--- src/rtl/fb_pkg.sv ---
// -----------------------------------------------------------------------------
// fb_pkg
// Shared definitions for the framebuffer scheduling blocks:
//   - sched_state_t : game/frame sequencing states
//   - FB_BANK_A/B   : framebuffer bank encoding
//   - fb_addr_width : address width needed to cover one full framebuffer
// -----------------------------------------------------------------------------
package fb_pkg;

    typedef enum logic [1:0] {
        INIT    = 2'd0,
        RUN     = 2'd1,
        LOST    = 2'd2,
        RESTART = 2'd3
    } sched_state_t;

    localparam logic FB_BANK_A = 1'b0;
    localparam logic FB_BANK_B = 1'b1;

    // Bits needed to address every pixel of an h x v framebuffer.
    function automatic int fb_addr_width(input int h, input int v);
        if (h * v <= 2) begin
            return 1;
        end
        return $clog2(h * v);
    endfunction

endpackage

--- src/rtl/vsync_tick_divider.sv ---
// -----------------------------------------------------------------------------
// vsync_tick_divider
// Divides the vsync pulse train by FRAME_DIVIDER. tick is combinational and
// high in the same cycle as the vsync that wraps the divider, so consumers can
// act on the tick at the exact vsync boundary.
//
// Ports:
//   clk   in  system clock
//   rst   in  synchronous active-high reset
//   vsync in  one-cycle pulse at start of vertical blanking
//   tick  out high with every FRAME_DIVIDER-th vsync
// -----------------------------------------------------------------------------
module vsync_tick_divider #(
    parameter int FRAME_DIVIDER = 2
) (
    input  logic clk,
    input  logic rst,
    input  logic vsync,
    output logic tick
);

    localparam int CW = (FRAME_DIVIDER > 1) ? $clog2(FRAME_DIVIDER) : 1;
    localparam logic [CW-1:0] LAST = CW'(FRAME_DIVIDER - 1);

    logic [CW-1:0] count;

    assign tick = vsync && (count == LAST);

    always_ff @(posedge clk) begin
        if (rst) begin
            count <= '0;
        end else if (vsync) begin
            // With FRAME_DIVIDER=1, LAST is 0 and the counter never leaves 0.
            count <= (count == LAST) ? '0 : count + CW'(1);
        end
    end

endmodule

--- src/rtl/frame_scheduler.sv ---
// -----------------------------------------------------------------------------
// frame_scheduler
// Sequences the renderer against display timing and owns double-buffered
// bank selection. A game tick (every FRAME_DIVIDER vsyncs) with the renderer
// idle produces a one-cycle swap: the displayed bank flips and the latched
// button is handed to the renderer. Renderer writes are registered and steered
// to the back bank. Losing parks the game until the holdoff has elapsed and a
// fresh button press arrives, which pulses game_rst to the renderer.
//
// Ports:
//   clk, rst                 system clock, synchronous active-high reset
//   vsync                    one-cycle pulse at start of vertical blanking
//   btn_raw                  asynchronous player button
//   render_done              renderer idle, waiting for swap
//   lose                     renderer reports player has lost
//   rd_wr_en/addr/data       renderer pixel write
//   swap                     one-cycle pulse, starts next renderer frame
//   btn                      button value for the current frame
//   game_rst                 one-cycle reset to the renderer
//   fb_wr_en/bank/addr/data  registered framebuffer write (back bank)
//   front_sel                bank read by the display
//   dropped_frames           saturating count of ticks missed in RUN
// -----------------------------------------------------------------------------
module frame_scheduler
    import fb_pkg::*;
#(
    parameter  int HOR_ACTIVE_PIXELS = 640,
    parameter  int VER_ACTIVE_PIXELS = 480,
    parameter  int FRAME_DIVIDER     = 2,
    parameter  int RESTART_HOLDOFF   = 30,
    localparam int WR_ADDR_WIDTH     = fb_addr_width(HOR_ACTIVE_PIXELS, VER_ACTIVE_PIXELS)
) (
    input  logic                     clk,
    input  logic                     rst,
    input  logic                     vsync,
    input  logic                     btn_raw,
    input  logic                     render_done,
    input  logic                     lose,
    input  logic                     rd_wr_en,
    input  logic [WR_ADDR_WIDTH-1:0] rd_wr_addr,
    input  logic                     rd_wr_data,
    output logic                     swap,
    output logic                     btn,
    output logic                     game_rst,
    output logic                     fb_wr_en,
    output logic                     fb_wr_bank,
    output logic [WR_ADDR_WIDTH-1:0] fb_wr_addr,
    output logic                     fb_wr_data,
    output logic                     front_sel,
    output logic [7:0]               dropped_frames
);

    localparam int HW = (RESTART_HOLDOFF > 0) ? $clog2(RESTART_HOLDOFF + 1) : 1;
    localparam logic [HW-1:0] HOLDOFF_MAX = HW'(RESTART_HOLDOFF);

    sched_state_t  state;
    sched_state_t  next_state;
    logic          tick;
    logic          swap_event;
    logic          btn_meta;
    logic          btn_sync;
    logic          btn_sync_q;
    logic          btn_rise;
    logic          btn_latch;
    logic [HW-1:0] holdoff_cnt;

    vsync_tick_divider #(
        .FRAME_DIVIDER(FRAME_DIVIDER)
    ) u_tick_div (
        .clk  (clk),
        .rst  (rst),
        .vsync(vsync),
        .tick (tick)
    );

    assign swap_event = tick && render_done && ((state == INIT) || (state == RUN));
    assign btn_rise   = btn_sync && !btn_sync_q;

    // Next-state and game_rst decode.
    always_comb begin
        // NOTE: every output of a combinational block gets a default first so
        // no path leaves it unassigned and a latch cannot be inferred.
        next_state = state;
        game_rst   = 1'b0;
        case (state)
            INIT: begin
                // lose is ignored here; the renderer drops it after game_rst.
                if (swap_event) begin
                    next_state = RUN;
                end
            end
            RUN: begin
                if (lose) begin
                    next_state = LOST;
                end
            end
            LOST: begin
                if ((holdoff_cnt == HOLDOFF_MAX) && btn_rise) begin
                    next_state = RESTART;
                end
            end
            RESTART: begin
                game_rst   = 1'b1;
                next_state = INIT;
            end
            default: begin
                next_state = INIT;
            end
        endcase
    end

    always_ff @(posedge clk) begin
        if (rst) begin
            state <= INIT;
        end else begin
            state <= next_state;
        end
    end

    // Button synchronizer, latch, swap, bank selection and write path.
    always_ff @(posedge clk) begin
        if (rst) begin
            // NOTE: synchronizer flops are reset too, so a press in flight
            // during rst cannot leak into the first frame afterwards.
            btn_meta       <= 1'b0;
            btn_sync       <= 1'b0;
            btn_sync_q     <= 1'b0;
            btn_latch      <= 1'b0;
            btn            <= 1'b0;
            swap           <= 1'b0;
            front_sel      <= FB_BANK_A;
            fb_wr_en       <= 1'b0;
            fb_wr_bank     <= FB_BANK_A;
            fb_wr_addr     <= '0;
            fb_wr_data     <= 1'b0;
            dropped_frames <= 8'd0;
            holdoff_cnt    <= '0;
        end else begin
            // NOTE: non-blocking assignments here, so every right-hand side
            // (e.g. front_sel feeding fb_wr_bank) is the pre-edge value.
            btn_meta   <= btn_raw;
            btn_sync   <= btn_meta;
            btn_sync_q <= btn_sync;

            swap <= swap_event;

            if (state == RESTART) begin
                btn_latch <= 1'b0;
                btn       <= 1'b0;
            end else if (swap_event) begin
                // A press arriving in the swap cycle itself is not lost.
                btn       <= btn_latch | btn_sync;
                btn_latch <= 1'b0;
            end else if (btn_sync) begin
                btn_latch <= 1'b1;
            end

            if (swap_event) begin
                front_sel <= ~front_sel;
            end

            // Back bank is taken from front_sel before any same-cycle flip.
            fb_wr_en   <= rd_wr_en;
            fb_wr_bank <= ~front_sel;
            fb_wr_addr <= rd_wr_addr;
            fb_wr_data <= rd_wr_data;

            if (tick && !render_done && (state == RUN) && (dropped_frames != 8'hFF)) begin
                dropped_frames <= dropped_frames + 8'd1;
            end

            if ((state == RUN) && (next_state == LOST)) begin
                holdoff_cnt <= '0;
            end else if ((state == LOST) && tick && (holdoff_cnt != HOLDOFF_MAX)) begin
                holdoff_cnt <= holdoff_cnt + HW'(1);
            end
        end
    end

endmodule
--- config.mk ---
export PLATFORM = sky130hd
export DESIGN_NAME = frame_scheduler
export DESIGN_NICKNAME = d
export VERILOG_FILES = /design/src/rtl/fb_pkg.sv /design/src/rtl/vsync_tick_divider.sv /design/src/rtl/frame_scheduler.sv
export SDC_FILE = /design/constraint.sdc
export NUM_CORES = 1
export LEC_CHECK = 0
export ABC_AREA = 1
export CORE_MARGIN = 2
export CORE_UTILIZATION = 40
export CTS_BUF_LIST = sky130_fd_sc_hd__clkbuf_16
export CTS_CLUSTER_SIZE = 16
export DETAILED_ROUTE_END_ITERATION = 8
export HOLD_SLACK_MARGIN = 0.15
export PLACE_DENSITY_LB_ADDON = 0.1
export SYNTH_ARGS = -nofsm -noshare
export SYNTH_HDL_FRONTEND = slang
export SYNTH_SLANG_ARGS = --single-unit
--- constraint.sdc ---
create_clock -name clk -period 2 [get_ports clk]
set_input_delay 0.6 -clock clk [delete_from_list [all_inputs] [get_ports clk]]
set_output_delay 0.6 -clock clk [all_outputs]
set_load 0.05 [all_outputs]
Word level (Yosys, flattened, before mapping) --
Cells that the tools add are included.
Storage, ports and cells: register bits 45, input port bits 27, output and inout port bits 34, logic and storage cells 51
Cells by class: add/subtract/negate cells 3, bitwise operators 2, reduce and logical (&&, ||, !) cells 18, mux-type cells 6, eq/ne operators 7
Operator list (number):
- 1-bit logical AND | 11
- 8-bit by 1-bit adder with 8-bit output (second input constant) | 1
- 8-bit inequality test (second input constant) | 1
- 2-bit one-hot mux with 4 select lines | 1
- 2-bit == test (second input constant) | 3
- 2-bit two-way mux | 3
- 5-bit by 1-bit adder with 5-bit output (second input constant) | 1
- 5-bit == test (second input constant) | 1
- 5-bit inequality test (second input constant) | 1
- 2-bit OR reduction | 2
- 3-bit OR reduction | 1
- 2-bit by 1-bit == test with 1-bit output (second input constant) | 1
- 1-bit zero test | 2
- 2-bit zero test | 1
- 1-bit two-way mux | 2
- 1-bit adder (second input constant) | 1
- 1-bit logical OR | 1
- 1-bit NOT | 1
- 1-bit OR | 1

Depth between registers and ports, before layout --
depth after elaboration 8, gate-level depth with buffers 8, depth with buffers taken out 8

Cells and area by module --
Synthesis repeated with hierarchy kept, for this count alone.
Second synthesis, totals: cells, all modules 224, area total of the unflattened synthesis 1704.1 um^2
By module, submodules not included:
- frame_scheduler | area an instance 1659.1 um^2, cells an instance 217, seq. area each 880.8 um^2, times used 1
- vsync_tick_divider | area an instance 45.0 um^2, cells an instance 7, seq. area each 20.0 um^2, times used 1

Worst setup path after synthesis --
OpenSTA, ideal clock, no wires.
path kind register -> register, from register dropped_frames[0], to register dropped_frames[0], arrival 1.563 ns, required time 1.885 ns, library setup time 0.115 ns, period minus slack after synthesis 1.678 ns, path buffers 0, path slack 0.322 ns, stages on the path, launching flop included 9, cells stage by stage dfxtp_1 ha_1 nand2_1 nor2_2 nand2_2 nand2_4 clkinv_2 nor2_1 nor2_1
On the way: cells in the longest elaborated chain, start to end 2, elaborated cells between the ends (all ways) 3, classes of those cells add/sub (1); eq/ne (1); reduce/logical (1)
Ends and longest elaborated chain:
- start: declaration | RTL line frame_scheduler.sv:50 | output logic [7:0] dropped_frames
- start signal: assignment | RTL line frame_scheduler.sv:169 | dropped_frames <= dropped_frames + 8'd1;
- branches (longest 2 deep; another with 8-bit by 1-bit adder with 8-bit output)
Several ways; the timed one is not identified. A chain may end at the register's enable or synchronous reset.

Worst setup path in the final report --
from register state[0], to output port game_rst
On the way: cells in the longest elaborated chain, start to end 2
Ends and longest elaborated chain:
- start: declaration | RTL line frame_scheduler.sv:56 | sched_state_t state;
- start signal: assignment | RTL line frame_scheduler.sv:116 | state <= next_state;
- 2-bit == test | RTL line frame_scheduler.sv:85 | case (state)
- 1-bit two-way mux | RTL line frame_scheduler.sv:85
- end: declaration | RTL line frame_scheduler.sv:44 | output logic game_rst,
Every way passes these cells.

==> flow_summary_export.csv <==
group,metric,value,unit
layout,diodes,0,
clock_network,cts-root-buf,"clkbuf_16",
synthesis,synth_cell_types,30,
synthesis,yosysWarnings,0,
pwr,leakagePower,1.195,nW
synthesis,ys_ff_latch,45,
clock_network,cts_buffers,5,
sta,holdWs,0.4033,ns
synthesis,yosysSeqAreaShare,0.5206,
global_route,grt_start_max_net_pins,21,
clock_network,cts_tree,"built",
synthesis,syn_area,1730,sq um
setup_path,startpoint,"state[0]$_SDFF_PP0_",
sta,post-route-min-period,1.716,ns
synthesis,synth_common_cells,"nor2_1, dfxtp_1, inv_1",
routing,wirelength,3338,microns
synthesis,synth_top_cell_by_area,"dfxtp_1",
floorplan,die_height,69.77,microns
pwr,power,2.098,mW
pwr,p_sw,483.9,uW
setup_path,required,1.40,ns
setup_path,rrSetupSlack,0.59,ns
layout,syn2layout_area_growth,43.89,%
outcome,status,"completed",
global_route,grt_pass1_vias,1349,
floorplan,core_area,4086,sq um
clock_network,cts_buffer_depth,2,
pwr,ir_drop,0.5677,mV
pwr,p_int,1.614,mW
global_route,grt_overflow,0,
placed_design,gp_routability_congestion,0.7952,
floorplan,num_rows,23,
clock_network,clkLatencyLatePin,0.28,ns
synthesis,synth_top_area_share,0.5206,
sta,rsz0062_at_grt,"no",
routing,vias_per_cell,4.254,
global_route,grt_use_total,0.1459,
setup_path,r2r_cells,8,
synthesis,synth.avg_cell_area,7.830,sq um
synthesis,syn_inst,221,
setup_path,endpoint,"game_rst",
sta,hold_violations,0,
synthesis,synth_area_leaders,"dfxtp_1, nor2_1, inv_1",
clock_network,htreeDepth,2,
synthesis,synth_nets,251,
floorplan,die-area,4868,sq um
clock_network,clk_pin_slew,0.06,ns
pwr,pwr-share-clk,0.428,
routing,wl_per_cell,9.876,microns
placed_design,dp_hpwl,2569,microns
sta,maxSlewViolCount,0,
sta,setup_viol,0,
routing,firstDrtPassIters,4,
floorplan,die_w,69.77,microns
routing,drc,0,
clock_network,post_cts_buffers,0,
synthesis,async_flop_share,0,
routing,vias,1438,
setup_path,crit_arrival,1.12,ns
global_route,grt_antenna_before_repair,0,
floorplan,ios,61,
sta,slew_headroom,0.8006,
sta,max_freq,582.8,MHz
global_route,grt_pass1_wl,5865,microns
clock_network,cts_sinks,45,
setup_path,crit_path_max_fanout,6,
sta,tightest_slew,0.2975,ns
sta,fin_crit_sh,0.8579,
setup_path,crit_type,"reg2out",
setup_path,start_kind,"flop",
setup_path,r2r-end,"dropped_frames[4]$_SDFFE_PP0P_",
setup_path,r2r-start,"dropped_frames[0]$_SDFFE_PP0P_",
job,drv_cap,0,
layout,drive_gt1_frac,0.2014,
setup_path,end_kind,"output pin",
synthesis,yosysMostFrequentCell,"nor2_1",
sta,finClkSkew,0.002013,ns
floorplan,initial_utilization,0.4235,
sta,tns,0,ns
worst_hold_path,worstHoldPathType,"reg2reg",
clock_network,post_cts_resized,0,
routing,postRouteAntennaNets,0,
clock_network,cts.hold.buffers_added,0,
placed_design,io_buffers,60,
routing,detail_route.iter0.violations,55,
pwr,comb_power_share,0.120,
pwr,power_density,842.7,nW/um^2
layout,final_nets,317,
pwr,p_seq_frac,0.451,
synthesis,synth_edf_count,0,
synthesis,synth-main-ff-cell,"dfxtp_1",
pwr,switching_share,0.2306,
## final cells by class
cell class / instances / area, sq um
clock buffers: 5 / 125.1
clock inverters: 3 / 41.29
fillers: 390 / 1597
inverters: 43 / 162.7
multi-input cells: 130 / 654.4
flip-flops and latches: 45 / 900.9
well taps: 50 / 62.56
repair buffers: 62 / 543.0
## critical path, cell delays in order (launching register included)
cell     delay, ns
dfxtp_1       0.45
nand2_1       0.13
inv_1         0.11
buf_12        0.14
## cell usage in the layout, fill, tap and decap left out, types with 4 or more instances in the layout
| cell type | instances |
|---|---|
| clkdlybuf4s50_1 | 26 |
| inv_1 | 39 |
| a21oi_1 | 8 |
| nand2_1 | 36 |
| buf_4 | 35 |
| nand3_1 | 8 |
| xor2_1 | 4 |
| dfxtp_1 | 45 |
| clkbuf_16 | 5 |
| nor2_1 | 46 |
## routing by layer
| metal | vias to the layer above | routed length [microns] | part of all wire | global-route usage |
|---|---|---|---|---|
| met5 | - | 0 | 0 | 0 |
| met1 | 610 | 1573 | 0.47 | 0.1801 |
| met2 | 31 | 1526 | 0.46 | 0.2392 |
| met4 | 0 | 34 | 0.010 | 0.04487 |
| met3 | 4 | 204 | 0.061 | 0.05087 |
| li1 | 793 | - | - | - |
## metrics by stage
stage	worst slack (ns)	utilization	instance area, sq um	std cells
global placement	0.1346	0.5686	2323	330
global route	0.2027	0.6093	2490	338
CTS	0.2748	0.6093	2490	338
finish	0.2842	0.6093	2490	338
detailed placement	0.1298	0.5686	2323	330
floorplan	0.3221	-	1730	221
## state kept, by name, summed over array words and instances (netlist names), 2 cells and up
signal and cells:
dropped_frames 8, fb_wr_addr 19, holdoff_cnt 5, state 2
## power by group through the flow
stage	clock network, mW	registers, mW	logic (mW)
global placement	0	0.966	0.254
floorplan	0	1.06	0.0542
detailed placement	0	0.966	0.256
finish	0.899	0.947	0.253
global route	0.968	0.950	0.272
CTS	0.929	0.947	0.256
## worst min path at each step
stage / start / end / slack, ns / cells past startpoint
global placement: btn_meta$_SDFF_PP0_ / btn_sync$_SDFF_PP0_ / 0.39 / 2
CTS: btn_meta$_SDFF_PP0_ / btn_sync$_SDFF_PP0_ / 0.40 / 2
detailed placement: btn_meta$_SDFF_PP0_ / btn_sync$_SDFF_PP0_ / 0.40 / 2
finish: btn_meta$_SDFF_PP0_ / btn_sync$_SDFF_PP0_ / 0.40 / 2
global route: btn_meta$_SDFF_PP0_ / btn_sync$_SDFF_PP0_ / 0.47 / 2
floorplan: btn_meta$_SDFF_PP0_ / btn_sync$_SDFF_PP0_ / 0.39 / 2
## cells by family (layout without fill, tap and decap cells)
kind of cell,count (synthesis),count (layout),synth area share
simple gates,105,105,0.2740
flops,45,45,0.5206
fa+ha+maj,3,3,0.02169
compound gates,17,17,0.05713
xor+xnor,5,5,0.02531
buf+inv,46,113,0.1012
Power figures use the tool's default switching activity.
